**config.mk**
```make
export PLATFORM = sky130hd
export DESIGN_NAME = dpd_mag_addr_gen
export DESIGN_NICKNAME = d
export VERILOG_FILES = /design/src/rtl/dpd_mag_addr_gen.sv
export SDC_FILE = /design/constraint.sdc
export NUM_CORES = 2
export LEC_CHECK = 0
export ABC_AREA = 1
export CORE_ASPECT_RATIO = 1.1
export CORE_MARGIN = 5
export CORE_UTILIZATION = 28
export DETAILED_ROUTE_END_ITERATION = 7
export DONT_BUFFER_PORTS = 1
export GPL_TIMING_DRIVEN = 1
export HOLD_SLACK_MARGIN = 0.1
export PLACE_DENSITY = 0.48
export REMOVE_ABC_BUFFERS = 1
export SYNTH_ARGS = -nofsm -noshare
export SYNTH_HDL_FRONTEND = slang
export SYNTH_SLANG_ARGS = --single-unit
```
**constraint.sdc**
```tcl
create_clock -name clk_i -period 8.4 [get_ports clk_i]
set_clock_uncertainty 0.2 [all_clocks]
set_input_delay 2.52 -clock clk_i [delete_from_list [all_inputs] [get_ports clk_i]]
set_output_delay 2.52 -clock clk_i [all_outputs]
set_load 0.02 [all_outputs]
```
**src/rtl/dpd_mag_addr_gen.sv**
```systemverilog
// DPD LUT address generator: two IQ samples per clock in, per-sample |x|^2 scaled,
// saturated into a LUT address, with IQ delayed to stay aligned. Fixed 4-cycle latency.

module dpd_mag_lane #(
    parameter int DW = 32,
    parameter int AW = 10,
    parameter int SW = 5
) (
    input  logic          clk_i,
    input  logic          rst_i,
    input  logic          vld_i,
    input  logic [DW-1:0] x_i,
    input  logic [SW-1:0] shift_i,
    output logic [DW-1:0] x_o,
    output logic [AW-1:0] addr_o,
    output logic          sat_o
);
    localparam int HW = DW / 2;

    logic [DW-1:0]        x1_q, x2_q, x3_q, x4_q;
    logic [DW-1:0]        sqi_q, sqq_q, p_q;
    logic [DW-1:0]        sqi_d, sqq_d, q_s4;
    logic [AW-1:0]        addr_q, addr_d;
    logic signed [DW-1:0] i_x, q_x;

    // Sign-extend to full width so the low DW bits of the product are the exact square.
    assign i_x   = $signed({{HW{x1_q[DW-1]}}, x1_q[DW-1:HW]});
    assign q_x   = $signed({{HW{x1_q[HW-1]}}, x1_q[HW-1:0]});
    assign sqi_d = i_x * i_x;
    assign sqq_d = q_x * q_x;

    assign q_s4   = p_q >> shift_i;
    assign sat_o  = |q_s4[DW-1:AW];
    assign addr_d = sat_o ? {AW{1'b1}} : q_s4[AW-1:0];

    always_ff @(posedge clk_i) begin
        if (rst_i) begin
            x1_q   <= '0;
            x2_q   <= '0;
            x3_q   <= '0;
            x4_q   <= '0;
            sqi_q  <= '0;
            sqq_q  <= '0;
            p_q    <= '0;
            addr_q <= '0;
        end else begin
            x1_q   <= vld_i ? x_i : '0;
            x2_q   <= x1_q;
            x3_q   <= x2_q;
            x4_q   <= x3_q;
            sqi_q  <= sqi_d;
            sqq_q  <= sqq_d;
            p_q    <= sqi_q + sqq_q;
            addr_q <= addr_d;
        end
    end

    assign x_o    = x4_q;
    assign addr_o = addr_q;
endmodule

module dpd_mag_addr_gen #(
    parameter int DATA_WIDTH  = 32,
    parameter int ADDR_WIDTH  = 10,
    parameter int SHIFT_WIDTH = 5,
    parameter int CNT_WIDTH   = 16
) (
    input  logic                    clk_i,
    input  logic                    rst_i,
    input  logic                    din_valid_i,
    input  logic [2*DATA_WIDTH-1:0] din_i,
    input  logic [SHIFT_WIDTH-1:0]  cfg_shift_i,
    input  logic                    cfg_load_i,
    input  logic                    sat_clr_i,
    output logic [2*DATA_WIDTH-1:0] dout_o,
    output logic [2*ADDR_WIDTH-1:0] mag_o,
    output logic                    dout_valid_o,
    output logic [CNT_WIDTH-1:0]    sat_cnt_o
);
    localparam int NUM_LANES = 2;
    localparam int STAGES    = 4;
    localparam int NW        = $clog2(NUM_LANES + 1);

    logic [NUM_LANES-1:0][DATA_WIDTH-1:0] lane_din, lane_dout;
    logic [NUM_LANES-1:0][ADDR_WIDTH-1:0] lane_addr;
    logic [NUM_LANES-1:0]                 lane_sat;
    logic [SHIFT_WIDTH-1:0]               shift_q;
    logic [STAGES-1:0]                    vld_q;
    logic [STAGES:0]                      vld_pipe;
    logic [CNT_WIDTH-1:0]                 cnt_q, cnt_d;
    logic [CNT_WIDTH:0]                   cnt_sum;
    logic [NW-1:0]                        nsat;

    assign lane_din = din_i;
    assign vld_pipe = {vld_q, din_valid_i};

    generate
        for (genvar l = 0; l < NUM_LANES; l++) begin : g_lane
            dpd_mag_lane #(
                .DW(DATA_WIDTH),
                .AW(ADDR_WIDTH),
                .SW(SHIFT_WIDTH)
            ) u_lane (
                .clk_i  (clk_i),
                .rst_i  (rst_i),
                .vld_i  (din_valid_i),
                .x_i    (lane_din[l]),
                .shift_i(shift_q),
                .x_o    (lane_dout[l]),
                .addr_o (lane_addr[l]),
                .sat_o  (lane_sat[l])
            );
        end
    endgenerate

    // Saturations are counted on the edge that registers S4, so sat_cnt moves with dout.
    always_comb begin
        nsat = '0;
        for (int l = 0; l < NUM_LANES; l++) begin
            nsat = nsat + NW'(lane_sat[l] & vld_pipe[STAGES-1]);
        end
        cnt_sum = {1'b0, cnt_q} + (CNT_WIDTH+1)'(nsat);
        if (sat_clr_i)           cnt_d = '0;
        else if (cnt_sum[CNT_WIDTH]) cnt_d = '1;
        else                     cnt_d = cnt_sum[CNT_WIDTH-1:0];
    end

    always_ff @(posedge clk_i) begin
        if (rst_i) begin
            shift_q <= '0;
            vld_q   <= '0;
            cnt_q   <= '0;
        end else begin
            if (cfg_load_i) shift_q <= cfg_shift_i;
            vld_q <= vld_pipe[STAGES-1:0];
            cnt_q <= cnt_d;
        end
    end

    assign dout_o       = lane_dout;
    assign mag_o        = lane_addr;
    assign dout_valid_o = vld_pipe[STAGES];
    assign sat_cnt_o    = cnt_q;
endmodule
```
======== Yosys cells after proc, flatten, opt, wreduce, memory -nomap -nowiden ========
Cells that the tools add are included.
word-level totals
  memory bits (writable) .................. 0
  memories ................................ 0
  bits in latches ......................... 0
  ROM bits ................................ 0
  bits of input ports ..................... 74
  output and inout bits ................... 101
  register bits after elaboration ......... 493
  word-level logic and storage cells ...... 39
operators by class
  shift operators ......................... 2
  multiply operators ...................... 4
  mux-type cells .......................... 3
  magnitude comparators ................... 0
  eq/ne operators ......................... 0
  bitwise operators ....................... 3
  divide/modulo/power cells ............... 0
  add/sub/neg operators ................... 4
  reductions and logical operators ........ 4
operators by type and width
  operator          count
  $mul 16x16->32    4
  $add 32x32->32    2
  $shr 32x5->32     2
  $reduce_or 22->1  2
  $mux 10           2
  $add 16x2->17     1
  $mux 16           1
  $reduce_or 2->1   2
  $add 1x1->2       1
  $and 1x1->1       2
  $not 1->1         1

======== Depth between registers and ports, before layout ========
  depth in word-level cells ............... 6
  depth in mapped cells ................... 31
  mapped depth without buffers ............ 28

======== Hierarchy ========
From an unflattened synthesis, not the netlist that was laid out.
second synthesis, totals
  cells, all modules ...................... 7094
  area, all modules ....................... 56148.9 sq um
modules (own cells, without submodules)
  module                           times used  cells an instance  area each (sq um)
  dpd_mag_lane (g_lane[1].u_lane)  1           3484               27557.7
  dpd_mag_lane (g_lane[0].u_lane)  1           3446               27367.5
  dpd_mag_addr_gen                 1           164                1223.7

======== Worst setup path after synthesis ========
Ideal clock, no wire load.
  path type ............................... reg2reg
  from .................................... register g_lane[1].u_lane.x1_q[1]
  to ...................................... register g_lane[1].u_lane.sqq_q[29]
  stages on the path, launching flop included .. 24
  setup time .............................. 115 ps
  arrival time ............................ 5633 ps
  path slack .............................. 2452 ps
  clock period less this slack ............ 5948 ps
  path through ............................ dfxtp_1 -> clkbuf_1 -> clkbuf_1 -> nand2_1 -> inv_1 -> fa_1 -> fa_1 -> fa_1 -> fa_1 -> fa_1 -> inv_1 -> fa_1 -> inv_1 -> ha_1 -> nand2_1 -> nor2_1 -> inv_1 -> nor2_1 -> nand4_1 -> nand3_1 -> a21o_1 -> nand2_1 -> a21oi_1 -> nor2_1
between the ends
  longest elaborated chain between the ends .. 1
RTL lines
  what                    line  RTL
  start, declared         20    logic [DW-1:0] x1_q, x2_q, x3_q, x4_q;
  start signal, assigned  47    x1_q <= vld_i ? x_i : '0;
  $mul 16x16->32          30    assign sqq_d = q_x * q_x;
  end signal, assigned    52    sqq_q <= sqq_d;
  end, declared           21    logic [DW-1:0] sqi_q, sqq_q, p_q;
Every way passes these cells.
A chain may end at the register's enable or synchronous reset.

======== Worst setup path after layout ========
  from .................................... register g_lane[0].u_lane.x1_q[15]
  to ...................................... register g_lane[0].u_lane.sqq_q[26]
between the ends
  longest elaborated chain between the ends .. 1
RTL lines
  what                    line
  start, declared         20
  start signal, assigned  47
  $mul 16x16->32          30
  end signal, assigned    52
  end, declared           21
Every way passes these cells.

==> flow_summary.json <==
{
  "status": "completed",
  "synth_top_area_share_pct": 33.4,
  "initial_core_util_pct": 28.1,
  "cts_setup_buffers": 0,
  "ys_types": 56,
  "min_to": "g_lane[0].u_lane.x_o[1]",
  "yosysTopAreaCell": "fa_1",
  "synth_flop_cell": "dfxtp_1",
  "crit_slowest_cell": "dfxtp_1",
  "insertion_delay_ns": 0.69,
  "cts_buffer_depth": 3,
  "cts_sinks": 485,
  "pin_count": 175,
  "drt_pass1_iterations": 5,
  "antenna_found_initial": 6,
  "final_nets": 8385,
  "critPathBufInv": 5,
  "synth_seq_area_share_pct": 17.3,
  "die_h_um": 480,
  "r2r_slack_ns": 1.03,
  "avgRoutedWirePerCell_um": 15.9,
  "hpwl_um": 124000,
  "power.leakage_nw": 32.4,
  "period_needed_ns": 7.37,
  "max-slew-margin-rel_pct": 23.9,
  "cts_buffers": 69,
  "critPathLaunchType": "flip-flop",
  "drtIter0Drc": 2352,
  "ys_ff_latch": 485,
  "fin_hold_ws_ns": 0.189,
  "worst_setup_path_end_kind": "flip-flop",
  "hp-class": "reg -> reg",
  "cp_top_family": "adder cells",
  "fmax_mhz": 136,
  "yosys-top-cells-area": "fa_1 (33%), dfxtp_1 (17%), inv_1 (13%)",
  "finalHoldViolations": 0,
  "synth_edf_count": 0,
  "crit_top_cell": "fa_1",
  "die_x_um": 437,
  "cp.required_ns": 8.79,
  "regToRegStartpoint": "g_lane[0].u_lane.x1_q[15]",
  "netlist_instances": 7082,
  "drc": 0,
  "yosys_warnings": 0,
  "setup_tns_ns": 0,
  "whs_path_depth": 2,
  "final_layout_size_suffix_gt1_share_pct": 2.88,
  "avgSynthCellArea_sq_um": 7.94,
  "coreArea_sq_mm": 0.200,
  "ir_drop_mv": 0.112,
  "final_antenna_net_count": 0,
  "vias_per_cell": 4.43,
  "die_area_sq_mm": 0.210,
  "grt-ovfl-total": 0,
  "synthTopCellsByCount": "inv_1 (1884), nand2_1 (1224), fa_1 (939), nor2_1 (591), dfxtp_1 (485)",
  "syn_area_sq_mm": 0.0562,
  "arrival_ns": 7.76,
  "maxSlewViolCount": 0,
  "fin_crit_sh_pct": 87.7,
  "worst_r2r_path_depth": 25,
  "area_growth_pct": 8.74,
  "grt_pass1_wl_um": 246000,
  "worst_pin_slew_ns": 1.14,
  "rows": 172,
  "rsz0062_at_grt": "false",
  "grt_max_degree": 255,
  "cts_tree": "yes",
  "synth_most_common_cell": "inv_1",
  "cts_root_buffer": "clkbuf_16",
  "critPathKind": "reg -> reg",
  "async_flop_share_pct": 0,
  "htreeDepth": 3,
  "min_from": "g_lane[0].u_lane.x3_q[1]",
  "first_global_vias": 45100,
  "portBuffers": 0,
  "routed_wl_um": 153000,
  "vias": 42600,
  "postCtsHoldBufs": 0,
  "max_stage_delay_ns": 1.01,
  "place.gp.congestion": 0.880,
  "finalSetupViolCount": 0,
  "cts_resized": 0,
  "grt_usage_pct": 14.7,
  "clkTransAtPathRegs_ns": 0.06,
  "cp_max_fo": 24,
  "r2r_end": "g_lane[0].u_lane.sqq_q[26]",
  "power_density_mw_per_mm2": 127,
  "maxCapViolCount": 0
}
==> per-stage QoR <==
step	cell area [sq um]	util, %	total power, mW	instances	setup WS, ns
2_1_floorplan	55200	-	4.03	6845	1.79
3_3_place_gp	58700	29.4	4.70	9487	1.06
3_5_place_dp	58700	29.4	4.71	9487	1.10
4_1_cts	61100	30.6	7.96	9613	1.10
5_1_grt	61100	30.6	8.34	9614	0.551
6_report	61100	30.6	7.77	9614	1.03
==> cell families after synthesis <==
family,synth area share (%)
buffers and inverters,14.5
adders and majority gates,42.9
and+or+nand+nor,15.9
AOI/OAI and AO/OA,7.82
xor gates and xnor gates,1.51
muxes,0.165
DFF,17.3
==> sequential cells by signal, indices dropped and copies added (netlist names) <==
register / count
g_lane.u_lane.p_q: 64
g_lane.u_lane.x1_q: 64
g_lane.u_lane.x3_q: 64
g_lane.u_lane.x_o: 64
g_lane.u_lane.sqi_q: 62
g_lane.u_lane.sqq_q: 62
g_lane.u_lane.x2_q: 60
g_lane.u_lane.addr_o: 20
sat_cnt_o: 16
shift_q: 5
vld_q: 4
==> routing by layer <==
layer,vias to the layer above,wire [um],track usage [%]
li1,20700,-,-
met1,20900,69500,19.5
met2,748,73800,25.3
met3,145,6340,2.16
met4,6,3290,3.78
met5,-,33,0
==> layout make-up <==
type                            count  area, sq um
Antenna cell                        1         2.50
Clock buffer                       84         1900
Clock inverter                     42          523
Fill cell                       21500       139000
Inverter                         1895         7120
Multi-Input combinational cell   4465        38400
Sequential cell                   485         9710
Tap cell                         2610         3270
Timing Repair Buffer               32          240
==> worst max-delay path by stage <==
stage / startpoint / endpoint / cells past startpoint
3_5_place_dp: g_lane[0].u_lane.x1_q[15] / g_lane[0].u_lane.sqq_q[26] / 25
2_1_floorplan: rst_i / vld_q[0] / 3
6_report: g_lane[0].u_lane.x1_q[15] / g_lane[0].u_lane.sqq_q[26] / 25
4_1_cts: g_lane[0].u_lane.x1_q[15] / g_lane[0].u_lane.sqq_q[26] / 25
3_3_place_gp: g_lane[0].u_lane.x1_q[15] / g_lane[0].u_lane.sqq_q[27] / 21
5_1_grt: g_lane[0].u_lane.x1_q[15] / g_lane[0].u_lane.sqq_q[26] / 25
==> power by group <==
part / switching (mW) / total (mW) / internal, mW / leakage (nW)
sequential: 0.211 / 2.68 / 2.47 / 3.96
combinational: 1.28 / 1.97 / 0.687 / 27.2
clock: 1.26 / 3.13 / 1.86 / 1.17
==> layout by cell type, fill, tap and decap left out, drive strengths merged, types with 2 or more instances in the layout <==
cell / n
a211oi: 3
a21boi: 7
a21o: 29
a21oi: 366
a221oi: 2
a31o: 8
a31oi: 15
and2: 3
buf: 32
bufinv: 7
clkbuf: 84
clkinv: 20
clkinvlp: 9
dfxtp: 485
fa: 939
ha: 424
inv: 1901
mux2: 2
mux2i: 7
nand2: 1227
nand3: 286
nand3b: 3
nand4: 34
nor2: 591
nor3: 38
nor3b: 2
nor4: 9
o211ai: 19
o21a: 31
o21ai: 253
o21bai: 37
o221ai: 3
o311ai: 6
o31ai: 2
or2: 14
xnor2: 44
xor2: 53
==> worst register-to-register path, cell delays in order (launching register included) <==
cell	delay (ns)
dfxtp_1	1.01
clkinv_1	0.83
nor2_1	0.37
xnor2_1	0.11
ha_1	0.20
a31o_2	0.22
fa_1	0.49
fa_1	0.53
fa_1	0.43
fa_1	0.49
inv_1	0.05
fa_1	0.47
inv_1	0.04
ha_1	0.34
nand2_1	0.10
nor2_1	0.15
inv_1	0.07
nor2_1	0.29
nand4_1	0.26
nand3_1	0.21
a21o_1	0.17
nand2_1	0.09
nand2_1	0.06
nand2_1	0.05
inv_1	0.05
nor2_1	0.03
(Power assumes the default switching activity.)
